**src/rtl/retrocomm_pkg.sv**
```systemverilog
// Shared types for the RetroComm target port: 32-bit link words built from two 16-bit halves.
package retrocomm_pkg;

  typedef logic [31:0] rc_word_t;
  typedef logic [15:0] rc_half_t;

  function automatic rc_word_t rc_pack(input rc_half_t hi, input rc_half_t lo);
    return {hi, lo};
  endfunction

endpackage

```
**src/rtl/rc_sync_fifo.sv**
```systemverilog
// Show-ahead synchronous FIFO; pointers carry one extra wrap bit for full/empty detection.
module rc_sync_fifo #(
  parameter int unsigned Depth = 16,
  parameter int unsigned Width = 32
) (
  input  logic             clk_i,
  input  logic             rst_ni,
  input  logic             push_i,
  input  logic [Width-1:0] data_i,
  input  logic             pop_i,
  output logic [Width-1:0] data_o,
  output logic             full_o,
  output logic             empty_o
);

  localparam int unsigned AddrW = $clog2(Depth);

  logic [AddrW:0]   wr_ptr_q, wr_ptr_d;
  logic [AddrW:0]   rd_ptr_q, rd_ptr_d;
  logic [Width-1:0] mem_q [Depth];
  logic             do_push, do_pop;

  always_comb begin
    empty_o  = (wr_ptr_q == rd_ptr_q);
    full_o   = (wr_ptr_q[AddrW] != rd_ptr_q[AddrW]) &&
               (wr_ptr_q[AddrW-1:0] == rd_ptr_q[AddrW-1:0]);
    do_pop   = pop_i & ~empty_o;
    // A pop on the same edge frees a slot, so a push into a full FIFO is still taken.
    do_push  = push_i & (~full_o | do_pop);
    wr_ptr_d = wr_ptr_q + {{AddrW{1'b0}}, do_push};
    rd_ptr_d = rd_ptr_q + {{AddrW{1'b0}}, do_pop};
    data_o   = mem_q[rd_ptr_q[AddrW-1:0]];
  end

  always_ff @(posedge clk_i or negedge rst_ni) begin
    if (!rst_ni) begin
      wr_ptr_q <= '0;
      rd_ptr_q <= '0;
    end else begin
      wr_ptr_q <= wr_ptr_d;
      rd_ptr_q <= rd_ptr_d;
    end
  end

  always_ff @(posedge clk_i) begin
    if (do_push) begin
      mem_q[wr_ptr_q[AddrW-1:0]] <= data_i;
    end
  end

endmodule

```
**src/rtl/retrocomm_ddr_io.sv**
```systemverilog
// DDR pin logic: falling-edge capture of the high RX half and the clock-selected TX half mux.
module retrocomm_ddr_io
  import retrocomm_pkg::*;
(
  input  logic        clk_i,
  input  logic        rst_ni,
  input  logic        capture_i,
  input  logic [15:0] din_i,
  output logic [15:0] hi_o,
  input  logic [31:0] tx_word_i,
  output logic [15:0] dout_o
);

  rc_half_t hi_q, hi_d;

  always_comb begin
    hi_d = capture_i ? din_i : hi_q;
  end

  always_ff @(negedge clk_i or negedge rst_ni) begin
    if (!rst_ni) begin
      hi_q <= '0;
    end else begin
      hi_q <= hi_d;
    end
  end

  assign hi_o = hi_q;

  // Behavioural stand-in for a technology ODDR: low half in the high phase, high half in the low.
  always_comb begin
    dout_o = clk_i ? tx_word_i[15:0] : tx_word_i[31:16];
  end

endmodule

```
**src/rtl/retrocomm_target_port.sv**
```systemverilog
// RetroComm target endpoint: DDR RX deserialiser into an RX FIFO, TX FIFO drained onto Dout with
// a Raise marker, and a level Interrupt toward the initiator.
module retrocomm_target_port
  import retrocomm_pkg::*;
#(
  parameter int unsigned RX_DEPTH  = 16,
  parameter int unsigned TX_DEPTH  = 16,
  parameter bit          IRQ_ON_TX = 1'b1
) (
  input  logic        Clk,
  input  logic        Reset_n,
  input  logic [15:0] Din,
  input  logic        Strobe,
  output logic [15:0] Dout,
  output logic        Raise,
  output logic        Interrupt,
  output logic [31:0] RxData,
  output logic        RxValid,
  input  logic        RxReady,
  input  logic [31:0] TxData,
  input  logic        TxValid,
  output logic        TxReady,
  input  logic        IrqReq,
  output logic        Overflow,
  input  logic        OvfClear
);

  rc_half_t rx_lo_q, rx_lo_d, rx_hi;
  logic     rx_armed_q, rx_armed_d;
  logic     rx_full, rx_empty, rx_drop;
  logic     ovf_q, ovf_d;
  logic     tx_full, tx_empty, tx_push;
  rc_word_t tx_head;
  rc_word_t out_q, out_d;
  logic     raise_q, raise_d;
  logic     irq_q, irq_d;

  always_comb begin
    rx_lo_d    = Strobe ? Din : rx_lo_q;
    rx_armed_d = Strobe;
    rx_drop    = rx_armed_q & rx_full & ~RxReady;
    ovf_d      = (ovf_q & ~OvfClear) | rx_drop;
    tx_push    = TxValid & ~tx_full;
    raise_d    = ~tx_empty;
    out_d      = tx_empty ? out_q : tx_head;
    // Set terms win over the initiator's Strobe acknowledge.
    irq_d      = IrqReq | (IRQ_ON_TX & tx_push & tx_empty) | (irq_q & ~Strobe);
  end

  always_ff @(posedge Clk or negedge Reset_n) begin
    if (!Reset_n) begin
      rx_lo_q    <= '0;
      rx_armed_q <= 1'b0;
      ovf_q      <= 1'b0;
      out_q      <= '0;
      raise_q    <= 1'b0;
      irq_q      <= 1'b0;
    end else begin
      rx_lo_q    <= rx_lo_d;
      rx_armed_q <= rx_armed_d;
      ovf_q      <= ovf_d;
      out_q      <= out_d;
      raise_q    <= raise_d;
      irq_q      <= irq_d;
    end
  end

  retrocomm_ddr_io u_ddr_io (
    .clk_i     (Clk),
    .rst_ni    (Reset_n),
    .capture_i (rx_armed_q),
    .din_i     (Din),
    .hi_o      (rx_hi),
    .tx_word_i (out_q),
    .dout_o    (Dout)
  );

  rc_sync_fifo #(
    .Depth (RX_DEPTH),
    .Width (32)
  ) u_rx_fifo (
    .clk_i   (Clk),
    .rst_ni  (Reset_n),
    .push_i  (rx_armed_q),
    .data_i  (rc_pack(rx_hi, rx_lo_q)),
    .pop_i   (RxReady),
    .data_o  (RxData),
    .full_o  (rx_full),
    .empty_o (rx_empty)
  );

  rc_sync_fifo #(
    .Depth (TX_DEPTH),
    .Width (32)
  ) u_tx_fifo (
    .clk_i   (Clk),
    .rst_ni  (Reset_n),
    .push_i  (tx_push),
    .data_i  (TxData),
    .pop_i   (1'b1),
    .data_o  (tx_head),
    .full_o  (tx_full),
    .empty_o (tx_empty)
  );

  assign RxValid   = ~rx_empty;
  assign TxReady   = ~tx_full;
  assign Raise     = raise_q;
  assign Interrupt = irq_q;
  assign Overflow  = ovf_q;

endmodule
```
**config.mk**
```make
export PLATFORM = sky130hd
export DESIGN_NAME = retrocomm_target_port
export DESIGN_NICKNAME = d
export VERILOG_FILES = /design/src/rtl/retrocomm_pkg.sv /design/src/rtl/rc_sync_fifo.sv /design/src/rtl/retrocomm_ddr_io.sv /design/src/rtl/retrocomm_target_port.sv
export SDC_FILE = /design/constraint.sdc
export NUM_CORES = 1
export LEC_CHECK = 0
export CORE_ASPECT_RATIO = 1.2
export CORE_MARGIN = 3
export CORE_UTILIZATION = 38
export CTS_BUF_LIST = sky130_fd_sc_hd__clkbuf_4
export DETAILED_ROUTE_END_ITERATION = 7
export PLACE_DENSITY = 0.61
export SLEW_MARGIN = 0
export SYNTH_ARGS = -nofsm -noshare
export SYNTH_HDL_FRONTEND = slang
export SYNTH_SLANG_ARGS = --single-unit
```
**constraint.sdc**
```tcl
create_clock -name Clk -period 13.9 [get_ports Clk]
set_clock_uncertainty 0.05 [all_clocks]
set_input_delay 2.78 -clock Clk [delete_from_list [all_inputs] [get_ports Clk]]
set_output_delay 2.78 -clock Clk [all_outputs]
set_load 0.005 [all_outputs]
```
* Word-level counts from Yosys, hierarchy flattened
Memories as Yosys holds them, arrays and structs flattened. A register that Yosys moved wholly into a read port is not among the register bits.
Index checks and enable logic that the tools add are counted.
** Cells by class
- Add/sub/neg operators :: 4
- Reductions and logical operators :: 4
- Bitwise gates (word level) :: 21
- Equal/unequal tests :: 6
- Muxes and demuxes :: 5
** Operator list (count)
- 5-bit by 1-bit adder with 5-bit output :: 4
- 16-bit 2-to-1 mux :: 1
- 5-bit equality test :: 2
- 1-bit AND :: 9
- 4-bit equality test :: 2
- 1-bit NOT :: 7
- 1-bit bitwise OR :: 5
- 1-bit 2-to-1 mux :: 4
- 1-bit logical AND :: 2
- 1-bit zero test :: 2
- 1-bit != test :: 2
** Storage, ports and cells
- Output and inout port bits :: 53
- RAM bits :: 1024
- Word-level logic and storage cells :: 52
- Memories :: 2
- Bits in registers :: 56
** Memories
- u_rx_fifo.mem_q :: depth 16, bits a word 32, rd ports 1, clocked after Yosys merged registers in 0, write ports 1, RTL line rc_sync_fifo.sv:20 : logic [Width-1:0] mem_q [Depth];
- u_tx_fifo.mem_q :: depth 16, bits a word 32, rd ports 1, clocked after Yosys merged registers in 1, write ports 1, RTL line rc_sync_fifo.sv:20

* Longest topological paths before layout
- Depth in word-level cells :: 7
- Mapped depth :: 10
- Gate-level depth less buffers :: 8

* Modules after synthesis
A second synthesis with hierarchy kept.
** Unflattened totals
- Cell total of the unflattened synthesis :: 1866
- Area total of the unflattened synthesis :: 42356.9 um^2
** By module, submodules not included
- rc_sync_fifo :: area each 19750.2 um^2, instances 2, cells each 849
- retrocomm_target_port :: area each 1958.1 um^2, instances 1, cells each 116
- retrocomm_ddr_io :: area each 898.4 um^2, instances 1, cells each 52

==> flow_summary.yaml <==
run_status:
  status: "completed"
timing:
  holdWs_ps: 442
  worstMarginPinSlew_ps: 1250
  slew_viol_final: 0
  rsz0062_at_grt: "false"
  hold_viol: 0
  setup_tns_ps: 0
  setup_viol: 0
  max-slew-margin-rel: 0.167
  finalWorstSetupSlack_ps: 2820
power_and_ir_drop:
  peakVddDrop_mv: 0.156
  clockPowerShare: 0.296
  power_density_mw_per_mm2: 205
  pwr-share-comb: 0.258
  p_int_mw: 6.92
  seqPwrFrac: 0.446
  p_sw_mw: 3.15
  swShare: 0.313
  power_leakage_nw: 16.3
yosys:
  ys_seq_area_frac: 0.774
  synth_edf_count: 1024
  ys_seq_elements: 1112
  yosysUniqueCellTypes: 40
  synthCells: 2032
  synth_common_cells: "1024 x edfxtp_1, 192 x mux4_2, 160 x mux2i_1, 72 x dfrtp_1, 64 x o22ai_1"
  yosys-top-cells-area: "edfxtp_1 72%, mux4_2 10%, dfrtp_1 4.2%"
  synthFlopType: "edfxtp_1"
  synth.top_cell.area_share: 0.722
  synth_nets: 2095
  yosysWarnings: 0
  syn-cell-area_mm2: 0.0426
  synth_top_area_cell: "edfxtp_1"
  synth.most_common_cell: "edfxtp_1"
  syn_area_per_cell_um2: 21.0
  synthArstFlopShare: 0.0791
routing:
  via_count: 21614
  routed.top_layer: "met4"
  drc_errors: 0
  dr_wl_met3_um: 7740
  routed_wl_um: 101000
  ant_nets: 0
  wl_met1_um: 37300
  avgRoutedWirePerCell_um: 24.7
  wl_met2_um: 53800
  drt-initial-drc-count: 1787
  viasPerCell: 5.29
  drt_first_pass_iters: 5
clock_network:
  postCtsHoldBufs: 0
  post_cts_resized: 0
  clkSlewWorstSetupHoldPaths_ps: 60
  post_cts_buffers: 0
  cts_tree: "built"
  clock_latency_ps: 1260
hold_path:
  min_path_cells: 1
  hold_class: "reg -> reg"
setup_path:
  crit_fanout: 4
  max_stage_delay_ps: 560
  start_kind: "clock port"
  worst_setup_path_end_kind: "primary output"
  reg2reg_slack_ps: 5210
  cp-endpoint: "Dout[1]"
  crit_slowest_cell: "clkdlybuf4s50_1"
  reg2reg_depth: 1
  r2r_end: "u_ddr_io.hi_o[7]"
  crit_chain: "clkbuf_4 -> clkbuf_4 -> clkbuf_4 -> mux2_2 -> clkdlybuf4s50_1"
  crit_type: "clk -> out"
  timing.critical_path.mode_cell: "clkbuf_4"
  worstPathArrival_ps: 8250
  r2r-start: "rx_armed_q"
  cp.required_ps: 11070
  startpoint: "Clk"
global_routing:
  grt.overflow.total: 0
  grt_util_all_layers: 0.175
  antenna_found_initial: 7
  grt_max_degree: 57
  first_global_vias: 23558
  grt_pass1_wl_um: 150000
die:
  initial_utilization: 0.386
  row_count: 133
  io_pins: 108
  die_h_um: 373
  die_w_um: 312
  die_area_mm2: 0.116
  core-area_mm2: 0.110
final_layout:
  finalInstanceArea_mm2: 0.0492
  n_fill_cell: 9522
  drive_gt1_frac: 0.308
  stdcell_count: 4085
  fin_nets: 2451
  register_area_mm2: 0.0330
  syn_to_final_growth_pct: 15.6
  multiInputGateArea_mm2: 0.00916
run:
  cap_violations: 0
place:
  post-dp-hpwl_um: 53400
  place_ws_ps: 3220
  place_congestion: 0.750
  placed_cells: 3566
  portBuffers: 107
  dpl_cell_area_mm2: 0.0456
## power groups by stage
stage                     logic [mW]  registers [mW]  clock network, mW
after global placement          2.61            4.54              0.151
final                           2.60            4.49               2.98
after floorplan                 1.94            4.29             0.0828
after CTS                       2.66            4.50               3.09
after detailed placement        2.65            4.57              0.151
after global routing            2.80            4.54               3.28
## critical path: cells and delay by family
kind	cells	cell delay [ps]
buffers and inverters	4	1000
muxes	1	290
## per-layer routing
layer / global-route usage / vias to the layer above
met5: 0 / -
met4: 0.0655 / 0
met3: 0.0526 / 171
met2: 0.307 / 853
met1: 0.203 / 11264
li1: - / 9326
## metrics by stage
step           utilization  total power, mW
3_5_place_dp         0.413             7.37
3_3_place_gp         0.413             7.30
2_1_floorplan            -             6.31
5_1_grt              0.446             10.6
4_1_cts              0.446             10.2
6_report             0.446             10.1
## cell usage in the layout, fill, tap and decap left out, types with 4 or more instances in the layout
cell type	instances
nand2b_1	7
mux2i_1	160
xor2_1	4
nand3_1	8
nor4_2	12
dfrtp_4	6
edfxtp_1	1024
buf_4	66
dfrtn_1	16
o22ai_1	64
mux4_2	192
clkbuf_4	419
a211oi_1	57
diode_2	9
inv_2	4
nor3_2	18
clkinv_1	75
nand2_1	37
mux2_2	48
a31oi_1	32
dfrtp_1	65
bufinv_16	5
clkinv_2	7
a21oi_1	33
nor3_1	33
nor2b_1	32
xnor2_1	17
ha_1	8
clkdlybuf4s50_1	106
inv_1	8
a211oi_2	7
## kinds of logic after synthesis
family / Yosys count / share of synthesized area
adder cells (fa/ha/maj): 8 / 0.00235
multiplexers: 400 / 0.152
flip-flops: 1112 / 0.774
XOR/XNOR: 22 / 0.00452
buffers and inverters: 131 / 0.0162
AO/OA/AOI/OAI: 197 / 0.0311
AND/OR/NAND/NOR: 162 / 0.0202
## worst min path at each step
| stage | end | slack (ps) | start |
|---|---|---|---|
| 2_1_floorplan | u_tx_fifo.wr_ptr_q[4] | 410 | u_tx_fifo.wr_ptr_q[4] |
| 3_3_place_gp | u_rx_fifo.rd_ptr_q[4] | 430 | u_rx_fifo.rd_ptr_q[4] |
| 3_5_place_dp | u_rx_fifo.wr_ptr_q[4] | 440 | u_rx_fifo.wr_ptr_q[4] |
| 4_1_cts | u_rx_fifo.wr_ptr_q[4] | 450 | u_rx_fifo.wr_ptr_q[4] |
| 5_1_grt | u_rx_fifo.rd_ptr_q[4] | 460 | u_rx_fifo.rd_ptr_q[4] |
| 6_report | u_rx_fifo.wr_ptr_q[4] | 440 | u_rx_fifo.wr_ptr_q[4] |
## layout make-up
class,instances,share of cell area
Sequential cell,1112,0.670
Antenna cell,9,0.000457
Clock buffer,435,0.0671
Clock inverter,91,0.00978
Timing Repair Buffer,156,0.0284
Multi-Input combinational cell,789,0.186
Inverter,8,0.000610
Tap cell,1485,0.0377
## state kept, by name, summed over array words and instances (netlist names)
name and cells:
Overflow 1, u_tx_fifo.rd_ptr_q 5, u_rx_fifo.mem_q 512, rx_armed_q 1, out_q 32, Interrupt 1
Raise 1, u_tx_fifo.wr_ptr_q 5, rx_lo_q 16, u_ddr_io.hi_o 16, u_tx_fifo.mem_q 512, u_rx_fifo.wr_ptr_q 5
u_rx_fifo.rd_ptr_q 5
No activity file was read; power rests on OpenSTA's default activity.
